File: config.mk
export PLATFORM = sky130hd
export DESIGN_NAME = pc_seq_ctrl_flat
export DESIGN_NICKNAME = d
export VERILOG_FILES = /design/src/rtl/pc_ctrl_pkg.sv /design/src/rtl/pc_seq_ctrl_if.sv /design/src/rtl/pc_ret_stack.sv /design/src/rtl/pc_seq_ctrl.sv /design/src/flat_wrapper.sv
export SDC_FILE = /design/constraint.sdc
export NUM_CORES = 1
export LEC_CHECK = 0
export CORE_MARGIN = 5
export CORE_UTILIZATION = 32
export DETAILED_ROUTE_END_ITERATION = 8
export GPL_TIMING_DRIVEN = 0
export PLACE_DENSITY_LB_ADDON = 0.15
export SLEW_MARGIN = 20
export SYNTH_ARGS = -nofsm -noshare
export SYNTH_HDL_FRONTEND = slang
export SYNTH_SLANG_ARGS = --single-unit
File: constraint.sdc
create_clock -name clk -period 3.52 [get_ports clk]
set_input_delay 0.704 -clock clk [delete_from_list [all_inputs] [get_ports clk]]
set_output_delay 0.704 -clock clk [all_outputs]
set_load 0.05 [all_outputs]
File: src/rtl/pc_ctrl_pkg.sv
// Shared widths, FSM states and next-PC source codes for the PC sequencer.
package pc_ctrl_pkg;
   localparam int PC_W_DEF     = 8;
   localparam int RS_DEPTH_DEF = 4;

   typedef enum logic {
      ST_RUN,
      ST_HALTED
   } st_t;

   typedef enum logic [2:0] {
      SRC_HOLD,
      SRC_RET,
      SRC_TARGET,
      SRC_BRANCH,
      SRC_INC
   } src_t;
endpackage

File: src/rtl/pc_seq_ctrl_if.sv
// Control/PC bundle between the core's issue logic (master) and the sequencer (slave).
interface pc_seq_ctrl_if
   import pc_ctrl_pkg::*;
#(
   parameter int PC_W = PC_W_DEF
);
   logic [PC_W-1:0] pc_cur;
   logic            stall;
   logic            halt;
   logic            resume;
   logic            branch_taken;
   logic [PC_W-1:0] branch_off;
   logic            jump;
   logic            call;
   logic            ret;
   logic [PC_W-1:0] target;
   logic [PC_W-1:0] pc_next;
   logic            halted;
   logic            rs_ovf;
   logic            rs_unf;

   modport master (
      output pc_cur, stall, halt, resume, branch_taken, branch_off,
             jump, call, ret, target,
      input  pc_next, halted, rs_ovf, rs_unf
   );

   modport slave (
      input  pc_cur, stall, halt, resume, branch_taken, branch_off,
             jump, call, ret, target,
      output pc_next, halted, rs_ovf, rs_unf
   );
endinterface

File: src/rtl/pc_ret_stack.sv
// Circular return-address LIFO; a push while full overwrites the oldest entry.
module pc_ret_stack #(
   parameter int W     = 8,
   parameter int DEPTH = 4
) (
   input  logic         clk,
   input  logic         reset,
   input  logic         push,
   input  logic         pop,
   input  logic [W-1:0] din,
   output logic [W-1:0] top,
   output logic         full,
   output logic         empty
);
   localparam int AW = $clog2(DEPTH);

   logic [W-1:0]  mem [DEPTH];
   logic [AW-1:0] ptr_reg;
   logic [AW:0]   count_reg;
   logic [AW-1:0] top_idx;

   // ptr_reg is the next free slot; when full it also points at the oldest entry.
   assign top_idx = ptr_reg - 1'b1;
   assign top     = mem[top_idx];
   assign full    = (count_reg == (AW+1)'(DEPTH));
   assign empty   = (count_reg == '0);

   always_ff @(posedge clk) begin
      if (push && !pop)
         mem[ptr_reg] <= din;
   end

   always_ff @(posedge clk or posedge reset) begin
      if (reset) begin
         ptr_reg   <= '0;
         count_reg <= '0;
      end else if (pop && !empty) begin
         ptr_reg   <= ptr_reg - 1'b1;
         count_reg <= count_reg - 1'b1;
      end else if (push) begin
         ptr_reg   <= ptr_reg + 1'b1;
         if (!full)
            count_reg <= count_reg + 1'b1;
      end
   end
endmodule

File: src/rtl/pc_seq_ctrl.sv
// Next-PC sequencer with run/halt FSM; define PC_RET_STACK_EN to build
// the return-address stack for call/ret (otherwise call = jump, ret = increment).
module pc_seq_ctrl
   import pc_ctrl_pkg::*;
#(
   parameter int PC_W     = PC_W_DEF,
   parameter int RS_DEPTH = RS_DEPTH_DEF
) (
   input  logic         clk,
   input  logic         reset,
   pc_seq_ctrl_if.slave bus
);
   st_t             state_reg;
   st_t             state_next;
   src_t            src;
   logic [PC_W-1:0] pc_inc;
   logic [PC_W-1:0] rs_top;

   assign pc_inc = bus.pc_cur + 1'b1;

`ifdef PC_RET_STACK_EN
   logic rs_push;
   logic rs_pop;
   logic rs_full;
   logic rs_empty;
   logic rs_underflow;
   logic ovf_reg;
   logic unf_reg;

   pc_ret_stack #(
      .W     (PC_W),
      .DEPTH (RS_DEPTH)
   ) u_ret_stack (
      .clk   (clk),
      .reset (reset),
      .push  (rs_push),
      .pop   (rs_pop),
      .din   (pc_inc),
      .top   (rs_top),
      .full  (rs_full),
      .empty (rs_empty)
   );

   always_ff @(posedge clk or posedge reset) begin
      if (reset) begin
         ovf_reg <= 1'b0;
         unf_reg <= 1'b0;
      end else begin
         if (rs_push && rs_full)
            ovf_reg <= 1'b1;
         if (rs_underflow)
            unf_reg <= 1'b1;
      end
   end

   assign bus.rs_ovf = ovf_reg;
   assign bus.rs_unf = unf_reg;
`else
   assign rs_top     = '0;
   assign bus.rs_ovf = 1'b0;
   assign bus.rs_unf = 1'b0;
`endif

   always_ff @(posedge clk or posedge reset) begin
      if (reset)
         state_reg <= ST_RUN;
      else
         state_reg <= state_next;
   end

   always_comb begin
      state_next = state_reg;
      case (state_reg)
         ST_RUN:    if (bus.halt)   state_next = ST_HALTED;
         ST_HALTED: if (bus.resume) state_next = ST_RUN;
         default:   state_next = ST_RUN;
      endcase
   end

   // Request priority: halt > stall > ret > call > jump > branch > increment.
   always_comb begin
      src = SRC_INC;
`ifdef PC_RET_STACK_EN
      rs_push      = 1'b0;
      rs_pop       = 1'b0;
      rs_underflow = 1'b0;
`endif
      if (state_reg == ST_HALTED || bus.halt || bus.stall) begin
         src = SRC_HOLD;
      end else if (bus.ret) begin
`ifdef PC_RET_STACK_EN
         if (rs_empty) begin
            rs_underflow = 1'b1;
         end else begin
            src    = SRC_RET;
            rs_pop = 1'b1;
         end
`endif
      end else if (bus.call) begin
         src = SRC_TARGET;
`ifdef PC_RET_STACK_EN
         rs_push = 1'b1;
`endif
      end else if (bus.jump) begin
         src = SRC_TARGET;
      end else if (bus.branch_taken) begin
         src = SRC_BRANCH;
      end
   end

   always_comb begin
      bus.pc_next = pc_inc;
      if (reset) begin
         bus.pc_next = '0;
      end else begin
         case (src)
            SRC_HOLD:   bus.pc_next = bus.pc_cur;
            SRC_RET:    bus.pc_next = rs_top;
            SRC_TARGET: bus.pc_next = bus.target;
            SRC_BRANCH: bus.pc_next = bus.pc_cur + bus.branch_off;
            default:    bus.pc_next = pc_inc;
         endcase
      end
   end

   assign bus.halted = (state_reg == ST_HALTED);
endmodule

File: src/flat_wrapper.sv
// flat-port wrapper written by rule: the top's interface ports become plain ports
module pc_seq_ctrl_flat import pc_ctrl_pkg::*;
#(
   parameter int PC_W     = PC_W_DEF,
   parameter int RS_DEPTH = RS_DEPTH_DEF
)
  (clk, reset, bus_pc_cur, bus_stall, bus_halt, bus_resume, bus_branch_taken, bus_branch_off, bus_jump, bus_call, bus_ret, bus_target, bus_pc_next, bus_halted, bus_rs_ovf, bus_rs_unf);
  pc_seq_ctrl_if #(.PC_W(PC_W)) bus_i ();
  input  logic clk;
  input  logic reset;
  input wire logic [$bits(bus_i.pc_cur)-1:0] bus_pc_cur;
  input wire logic [$bits(bus_i.stall)-1:0] bus_stall;
  input wire logic [$bits(bus_i.halt)-1:0] bus_halt;
  input wire logic [$bits(bus_i.resume)-1:0] bus_resume;
  input wire logic [$bits(bus_i.branch_taken)-1:0] bus_branch_taken;
  input wire logic [$bits(bus_i.branch_off)-1:0] bus_branch_off;
  input wire logic [$bits(bus_i.jump)-1:0] bus_jump;
  input wire logic [$bits(bus_i.call)-1:0] bus_call;
  input wire logic [$bits(bus_i.ret)-1:0] bus_ret;
  input wire logic [$bits(bus_i.target)-1:0] bus_target;
  output wire logic [$bits(bus_i.pc_next)-1:0] bus_pc_next;
  output wire logic [$bits(bus_i.halted)-1:0] bus_halted;
  output wire logic [$bits(bus_i.rs_ovf)-1:0] bus_rs_ovf;
  output wire logic [$bits(bus_i.rs_unf)-1:0] bus_rs_unf;
  assign bus_i.pc_cur = bus_pc_cur;
  assign bus_i.stall = bus_stall;
  assign bus_i.halt = bus_halt;
  assign bus_i.resume = bus_resume;
  assign bus_i.branch_taken = bus_branch_taken;
  assign bus_i.branch_off = bus_branch_off;
  assign bus_i.jump = bus_jump;
  assign bus_i.call = bus_call;
  assign bus_i.ret = bus_ret;
  assign bus_i.target = bus_target;
  assign bus_pc_next = bus_i.pc_next;
  assign bus_halted = bus_i.halted;
  assign bus_rs_ovf = bus_i.rs_ovf;
  assign bus_rs_unf = bus_i.rs_unf;
  pc_seq_ctrl #(.PC_W(PC_W), .RS_DEPTH(RS_DEPTH)) u_core (.clk(clk), .reset(reset), .bus(bus_i));
endmodule
Yosys cells after proc, flatten, opt, wreduce, memory -nomap -nowiden
Cells that the tools add are included.
{"block": "word_totals", "mem_bits_ro": 0, "out_inout_bits": 11, "ramBits": 0, "n_memories": 0, "in_bits": 33, "wordCells": 20, "latch_bits": 0, "ff_bits": 1}
{"block": "classes", "eq_ne": 3, "order_cmp": 0, "add_sub_neg": 2, "n_mul": 0, "n_shift": 0, "n_mux": 10, "n_reduce_logical": 3, "bitwise_logic": 1, "n_div": 0}
{"cell": "one-hot mux 8 bit (4 select lines)", "n": 1}
{"cell": "two-way mux 3 bit", "n": 5}
{"cell": "adder 8 x 1 -> 8 bit, second input constant", "n": 1}
{"cell": "adder 8 bit", "n": 1}
{"cell": "two-way mux 8 bit", "n": 1}
{"cell": "== test 3 x 2 -> 1 bit, second input constant", "n": 2}
{"cell": "== test 3 x 1 -> 1 bit, second input constant", "n": 1}
{"cell": "logical NOT 3 bit", "n": 1}
{"cell": "logical OR 1 bit", "n": 2}
{"cell": "two-way mux 1 bit", "n": 2}
{"cell": "one-hot mux 1 bit (2 select lines)", "n": 1}
{"cell": "NOT 1 bit", "n": 1}

Longest topological paths before layout
Gate-level depths: netlist (run 1).
{"block": "logic_depth", "depth_word": 8, "mapped_depth": 10, "mapped_depth_nobuf": 10}

Worst setup path after synthesis (run 1)
Ideal clock, no wire load.
{"block": "synth_path", "path_type": "input to output", "startpoint": "in bus_halt", "endpoint": "out bus_pc_next[7]", "n_path_buf": 0, "cell_stages": 9, "slack_ns": -0.508, "t_required_ns": 2.816, "arrival_time_ns": 3.324, "path_cell_list": "nor3_4 -> and3_1 -> and2_1 -> ha_1 -> a21oi_2 -> o21ai_0 -> a21oi_1 -> xnor2_1 -> a211oi_1"}
{"block": "synth_between", "elab_chain_len": 6, "word_cells_on_any_way": 9, "classes_between": "3 x eq/ne; 3 x mux; 3 x reduce/logical"}
{"item": "from (decl)", "line_no": "flat_wrapper.sv:13", "rtl": "input wire logic [$bits(bus_i.halt)-1:0] bus_halt;"}
{"item": "logical OR 1 bit (*) (2 in series)", "line_no": "pc_seq_ctrl.sv:88", "rtl": "if (state_reg == ST_HALTED || bus.halt || bus.stall) begin"}
{"item": "two-way mux 3 bit (*)", "line_no": "pc_seq_ctrl.sv:88"}
{"item": "== test 3 x 2 -> 1 bit (tied with other cells)", "line_no": "pc_seq_ctrl.sv:116", "rtl": "case (src)"}
{"item": "one-hot mux 8 bit (4 select lines) (*)", "line_no": "pc_seq_ctrl.sv:116"}
{"item": "two-way mux 8 bit (*)", "line_no": "pc_seq_ctrl.sv:113", "rtl": "if (reset) begin"}
{"item": "to (decl)", "line_no": "flat_wrapper.sv:21", "rtl": "output wire logic [$bits(bus_i.pc_next)-1:0] bus_pc_next;"}
Every way passes the cells marked *; elsewhere a longest branch is shown, timed or not.

Final worst setup path (run 1)
{"block": "layout_path", "startpoint": "in bus_branch_taken", "endpoint": "out bus_pc_next[5]"}
{"block": "layout_between", "elab_chain_len": 8, "word_cells_on_any_way": 11, "classes_between": "3 x eq/ne; 7 x mux; 1 x reduce/logical"}
{"item": "from (decl)", "line_no": "flat_wrapper.sv:15", "rtl": "input wire logic [$bits(bus_i.branch_taken)-1:0] bus_branch_taken;"}
{"item": "two-way mux 3 bit (*)", "line_no": "pc_seq_ctrl.sv:106", "rtl": "end else if (bus.branch_taken) begin"}
{"item": "two-way mux 3 bit (*)", "line_no": "pc_seq_ctrl.sv:104", "rtl": "end else if (bus.jump) begin"}
{"item": "two-way mux 3 bit (*)", "line_no": "pc_seq_ctrl.sv:99", "rtl": "end else if (bus.call) begin"}
{"item": "two-way mux 3 bit (*)", "line_no": "pc_seq_ctrl.sv:90", "rtl": "end else if (bus.ret) begin"}
{"item": "two-way mux 3 bit (*)", "line_no": "pc_seq_ctrl.sv:88"}
{"item": "== test 3 x 2 -> 1 bit (tied with other cells)", "line_no": "pc_seq_ctrl.sv:116"}
{"item": "one-hot mux 8 bit (4 select lines) (*)", "line_no": "pc_seq_ctrl.sv:116"}
{"item": "two-way mux 8 bit (*)", "line_no": "pc_seq_ctrl.sv:113"}
Marked as above.

==> flow_summary.ini, run 1 <==
[place]
place_inst = 151
dp_slack_ns = -1.42
dp_hpwl_um = 1690
place.gp.congestion = 0.743
portBuffers = 41

[global_route]
grt_max_degree = 11
grt.total_usage_pct = 15.3
antenna_found_initial = 0
grt_pass1_vias = 771
grt_pass1_wl_um = 3270
grt-ovfl-total = 0

[detailed_routing]
first_pass_iters = 4
drt_iter0_drc = 5
drtAntennaViolNets = 0
vias_per_cell = 4.82
drc = 0
via_count = 762
routed_wirelength_um = 2160
wl_per_cell_um = 13.7

[timing]
worst_slack_ns = 0.0615
max_freq_mhz = 289
finalClockSkew_ns = 0
slew_violations = 0
setup_violations = 0
hold_viol = 0
final.min_clock_period_ns = 3.46
rsz0062_at_grt = yes
slew_headroom_pct = 63.3
finalCritPeriodShare_pct = 98.3
worst_pin_slew_ns = 0.549

[logic_synthesis]
synth_seq_cells = 1
postSynthCellCount = 84
async_reset_ff_share_pct = 100
ys_seq_area_share_pct = 4.31
ys.flop_type = dfrtp_1
syn_area_um2 = 581
synth_cell_type_count = 29
synth_edf_count = 0
synth_area_per_cell_um2 = 6.91
yosys_warnings = 0

[floorplan]
dieHeight_um = 52.6
rows = 15
coreArea_um2 = 1730
die_w_um = 52.6
num_io_pins = 44
initial_core_util_pct = 33.6
die-area_um2 = 2770

[clock_tree]
worst_skew_pair.late_latency_ns = 0
path_clk_slew_ns = 0

[hold_path]
hp-class = reg2reg

[setup_path]
crit_fanout = 6
critPathKind = in2out
end_kind = primary output
start_kind = input pin
reg2reg_slack_ns = 2.84
required_ns = 2.82
crit_arrival_ns = 2.75

[cells_and_area]
nets = 176
diodes = 0
drive_above_1_share_pct = 33.8
post-route-util_pct = 69.1
final_cells = 158
largest_reg_flops = 1
area_delta_synth_final_pct = 105

[pwr]
totalPowerFinal_uw = 171
p_leak_uw = 0.000508
ir_drop_uv = 105
p_per_area_nw_per_um2 = 144

[run]
maxCapViolCount = 0

[outcome]
status = finished clean
## worst paths after layout
kind / startpoint / endpoint / depth (start not counted)
hold / removal: u_core.bus.halted$_DFF_PP0_ / u_core.bus.halted$_DFF_PP0_ / 1
setup / recovery: bus_branch_taken / bus_pc_next[5] / 11
max in group asynchronous: reset / u_core.bus.halted$_DFF_PP0_ / 2
hold reg to reg: u_core.bus.halted$_DFF_PP0_ / u_core.bus.halted$_DFF_PP0_ / 1
setup reg to reg: u_core.bus.halted$_DFF_PP0_ / u_core.bus.halted$_DFF_PP0_ / 2
min in group asynchronous: reset / u_core.bus.halted$_DFF_PP0_ / 2
## routing by layer
| layer | vias to the layer above | global-route usage (%) | part of all wire [%] |
|---|---|---|---|
| met5 | - | 0 | 0 |
| met4 | 0 | 0 | 0 |
| met3 | 0 | 0.570 | 4.0 |
| met2 | 21 | 32.0 | 55 |
| met1 | 347 | 17.5 | 41 |
| li1 | 394 | - | - |
## synthesized netlist by cell type, types with 2 or more instances
| library cell | instances | area share (%) |
|---|---|---|
| a21oi_1 | 8 | 6.9 |
| xnor2_1 | 3 | 4.5 |
| a311oi_1 | 2 | 3.0 |
| ha_1 | 7 | 15 |
| buf_4 | 3 | 3.9 |
| and2_1 | 7 | 7.5 |
| o21bai_1 | 2 | 2.6 |
| nor2_1 | 8 | 5.2 |
| inv_1 | 3 | 1.9 |
| nand2_1 | 13 | 8.4 |
| o21ai_0 | 5 | 4.3 |
| xor2_1 | 4 | 6.0 |
| a31oi_1 | 3 | 3.2 |
## worst max-delay path, cell delays in order
cell and delay [ns]:
clkdlybuf4s15_1 0.16, nor2b_4 0.12, and3_4 0.19, and2_1 0.16, ha_1 0.34, a21oi_1 0.18
nand2_1 0.13, a31oi_1 0.24, xor2_1 0.22, o21ai_2 0.09, clkbuf_4 0.22
## logic make-up (layout without fill, tap and decap cells)
kind of cell               after synthesis  after routing  synth area share, %
adders and majority gates                8              8                 18.5
buffers and inverters                    6             54                 5.82
xor gates and xnor gates                 7              7                 10.6
other                                    1              2                0.646
AOI/OAI and AO/OA                       25             25                 26.9
DFF                                      1              1                 4.31
and+or+nand+nor                         35             35                 31.5
muxes                                    1              1                 1.72
## layout by cell type (no fill, tap or decap), types with 4 or more instances in the layout
| master | n |
|---|---|
| a21oi_2 | 4 |
| nor2_1 | 6 |
| ha_1 | 5 |
| buf_6 | 5 |
| buf_4 | 11 |
| buf_2 | 4 |
| clkdlybuf4s50_1 | 27 |
| and2_1 | 6 |
| a21oi_1 | 4 |
| nand2_1 | 13 |
## area by class of cell
class	instances	area, um2
well taps	25	31.3
plain buffers	3	22.5
repair buffers	48	438
fillers	151	534
multi-input cells	78	664
flip-flops and latches	1	25.0
inverters	3	11.3
## timing repair
action | 4_1_cts | 5_1_grt
resized for setup | 69 | 16
buffers inserted | 4 | 3
endpoints found under the setup margin | 8 | 7
pin swaps | 10 | 9
hold buffers | 0 | 0
## per-stage QoR
stage / instance area [um2] / setup TNS (ns) / hold WS [ns]
after floorplan: 652 / -0.0427 / 0.468
after detailed placement: 1090 / -9.18 / 0.539
after global placement: 1090 / -8.70 / 0.539
final: 1190 / 0 / 0.543
after CTS: 1120 / -0.0173 / 0.541
after global routing: 1190 / -0.140 / 0.565
## power breakdown
part | internal (uW) | total (uW) | switching [uW] | leakage, uW
combinational | 71.6 | 155 | 83.5 | 0.000497
clock | 0 | 0 | 0 | 0
sequential | 13.4 | 16.0 | 2.61 | 0.0000113
No activity file was read; power rests on OpenSTA's default activity.
==> inputs of run 2 (changes only) <==
- ABC_CLOCK_PERIOD_IN_PS: default -> 3520
- MAX_ROUTING_LAYER: default -> met4
==> flow_summary.ini, run 2 (synthesized netlist as in run 1, its figures left out) <==
[run]
maxCapViolCount = 0

[pwr]
p_sw_uw = 86.2
p_sw_share_pct = 50.3
combPwrFrac_pct = 90.6
p_per_area_nw_per_um2 = 144
ir_drop_uv = 105
p_clk_share_pct = 0
p_leak_uw = 0.000508
internal_power_uw = 85.0
p_seq_share_pct = 9.4

[cells_and_area]
final_cell_mix = clkdlybuf4s50_1 (27), nand2_1 (13), buf_4 (11)
final_area_um2 = 1190
area_delta_synth_final_pct = 105
final_common_cell = clkdlybuf4s50_1
largest_reg_flops = 1
fill_cells = 151
diodes = 0
drive_above_1_share_pct = 33.8
post-route-util_pct = 69.1
nets = 176

[global_route]
top_usage_layer = met2
grt_max_degree = 11
grt_use_met2_pct = 32.0
grt_pass1_wl_um = 3270
grt-ovfl-total = 0
grt.total_usage_pct = 15.7
met1_usage_pct = 17.8
use_met3_pct = 0
antenna_found_initial = 0
grt_pass1_vias = 771

[hold_path]
hp-class = reg2reg

[setup_path]
end_kind = primary output
crit_fanout = 6
reg2reg_slack_ns = 2.84
start_kind = input pin
crit_arrival_ns = 2.74
required_ns = 2.82
critPathKind = in2out

[floorplan]
die-area_um2 = 2770
initial_core_util_pct = 33.6
rows = 15
dieHeight_um = 52.6
num_io_pins = 44
coreArea_um2 = 1730
die_w_um = 52.6

[timing]
hold_viol = 0
slew_violations = 0
final.min_clock_period_ns = 3.45
finalCritPeriodShare_pct = 98.0
finalClockSkew_ns = 0
max_freq_mhz = 290
rsz0062_at_grt = yes
slew_headroom_pct = 63.2
worst_pin_slew_ns = 0.550
setup_violations = 0

[place]
dp_hpwl_um = 1690
placed_area_um2 = 1090
portBuffers = 41
place.gp.congestion = 0.752

[detailed_routing]
first_pass_iters = 4
vias_per_cell = 4.82
drtAntennaViolNets = 0
routed_wirelength_um = 2160
drt_iter0_drc = 9
drc = 0
via_count = 761
wl_per_cell_um = 13.7

[clock_tree]
cts_hold_buf = 0
path_clk_slew_ns = 0
worst_skew_pair.late_latency_ns = 0

[outcome]
status = finished clean
## run 2: metrics by stage
stage	instances	worst slack, ns	TNS, ns	power, uW	hold slack, ns
finish	158	0.0719	0	171	0.543
global route	158	-0.0580	-0.140	181	0.565
detailed placement	151	-1.42	-9.18	164	0.539
global placement	151	-1.37	-8.70	162	0.539
CTS	155	-0.0173	-0.0173	164	0.541
floorplan	85	-0.0427	-0.0427	99.9	0.468
## run 2: per-layer routing
| layer | part of all wire [%] | up-vias |
|---|---|---|
| met4 | 0 | 0 |
| met1 | 42 | 346 |
| met3 | 3.5 | 0 |
| met2 | 55 | 21 |
| met5 | 0 | - |
| li1 | - | 394 |
## run 2: critical path: stages
cell             delay (ns)
clkdlybuf4s15_1        0.16
nor2b_4                0.12
and3_4                 0.19
and2_1                 0.16
ha_1                   0.34
a21oi_1                0.18
nand2_1                0.13
a31oi_1                0.23
xor2_1                 0.21
o21ai_2                0.09
clkbuf_4               0.22
## run 2: layout make-up
type                    count  area (um2)  share of cell area, %
multi-input cells          78         664                   55.7
repair buffers             48         438                   36.7
well taps                  25        31.3                   2.62
flip-flops and latches      1        25.0                   2.10
plain buffers               3        22.5                   1.89
inverters                   3        11.3                  0.944
## run 2: final timing paths
check,from,endpoint,depth (start not counted)
worst max-delay path,bus_branch_taken,bus_pc_next[5],11
max in group asynchronous,reset,u_core.bus.halted$_DFF_PP0_,2
worst max register to register,u_core.bus.halted$_DFF_PP0_,u_core.bus.halted$_DFF_PP0_,2
worst min register to register,u_core.bus.halted$_DFF_PP0_,u_core.bus.halted$_DFF_PP0_,1
worst min-delay path,u_core.bus.halted$_DFF_PP0_,u_core.bus.halted$_DFF_PP0_,1
min in group asynchronous,reset,u_core.bus.halted$_DFF_PP0_,2
## run 2: power groups by stage
stage	Clock [uW]	Sequential (uW)	Combinational (uW)
after floorplan	0	21.9	78.0
after global placement	0	15.9	146
after detailed placement	0	15.9	148
after CTS	0	16.0	148
after global routing	0	16.2	165
final	0	16.0	155
## run 2: repair_timing
item	CTS	global route
endpoints found under the setup margin	8	7
pin swaps	10	9
buffers inserted	4	3
gates resized for setup	69	16
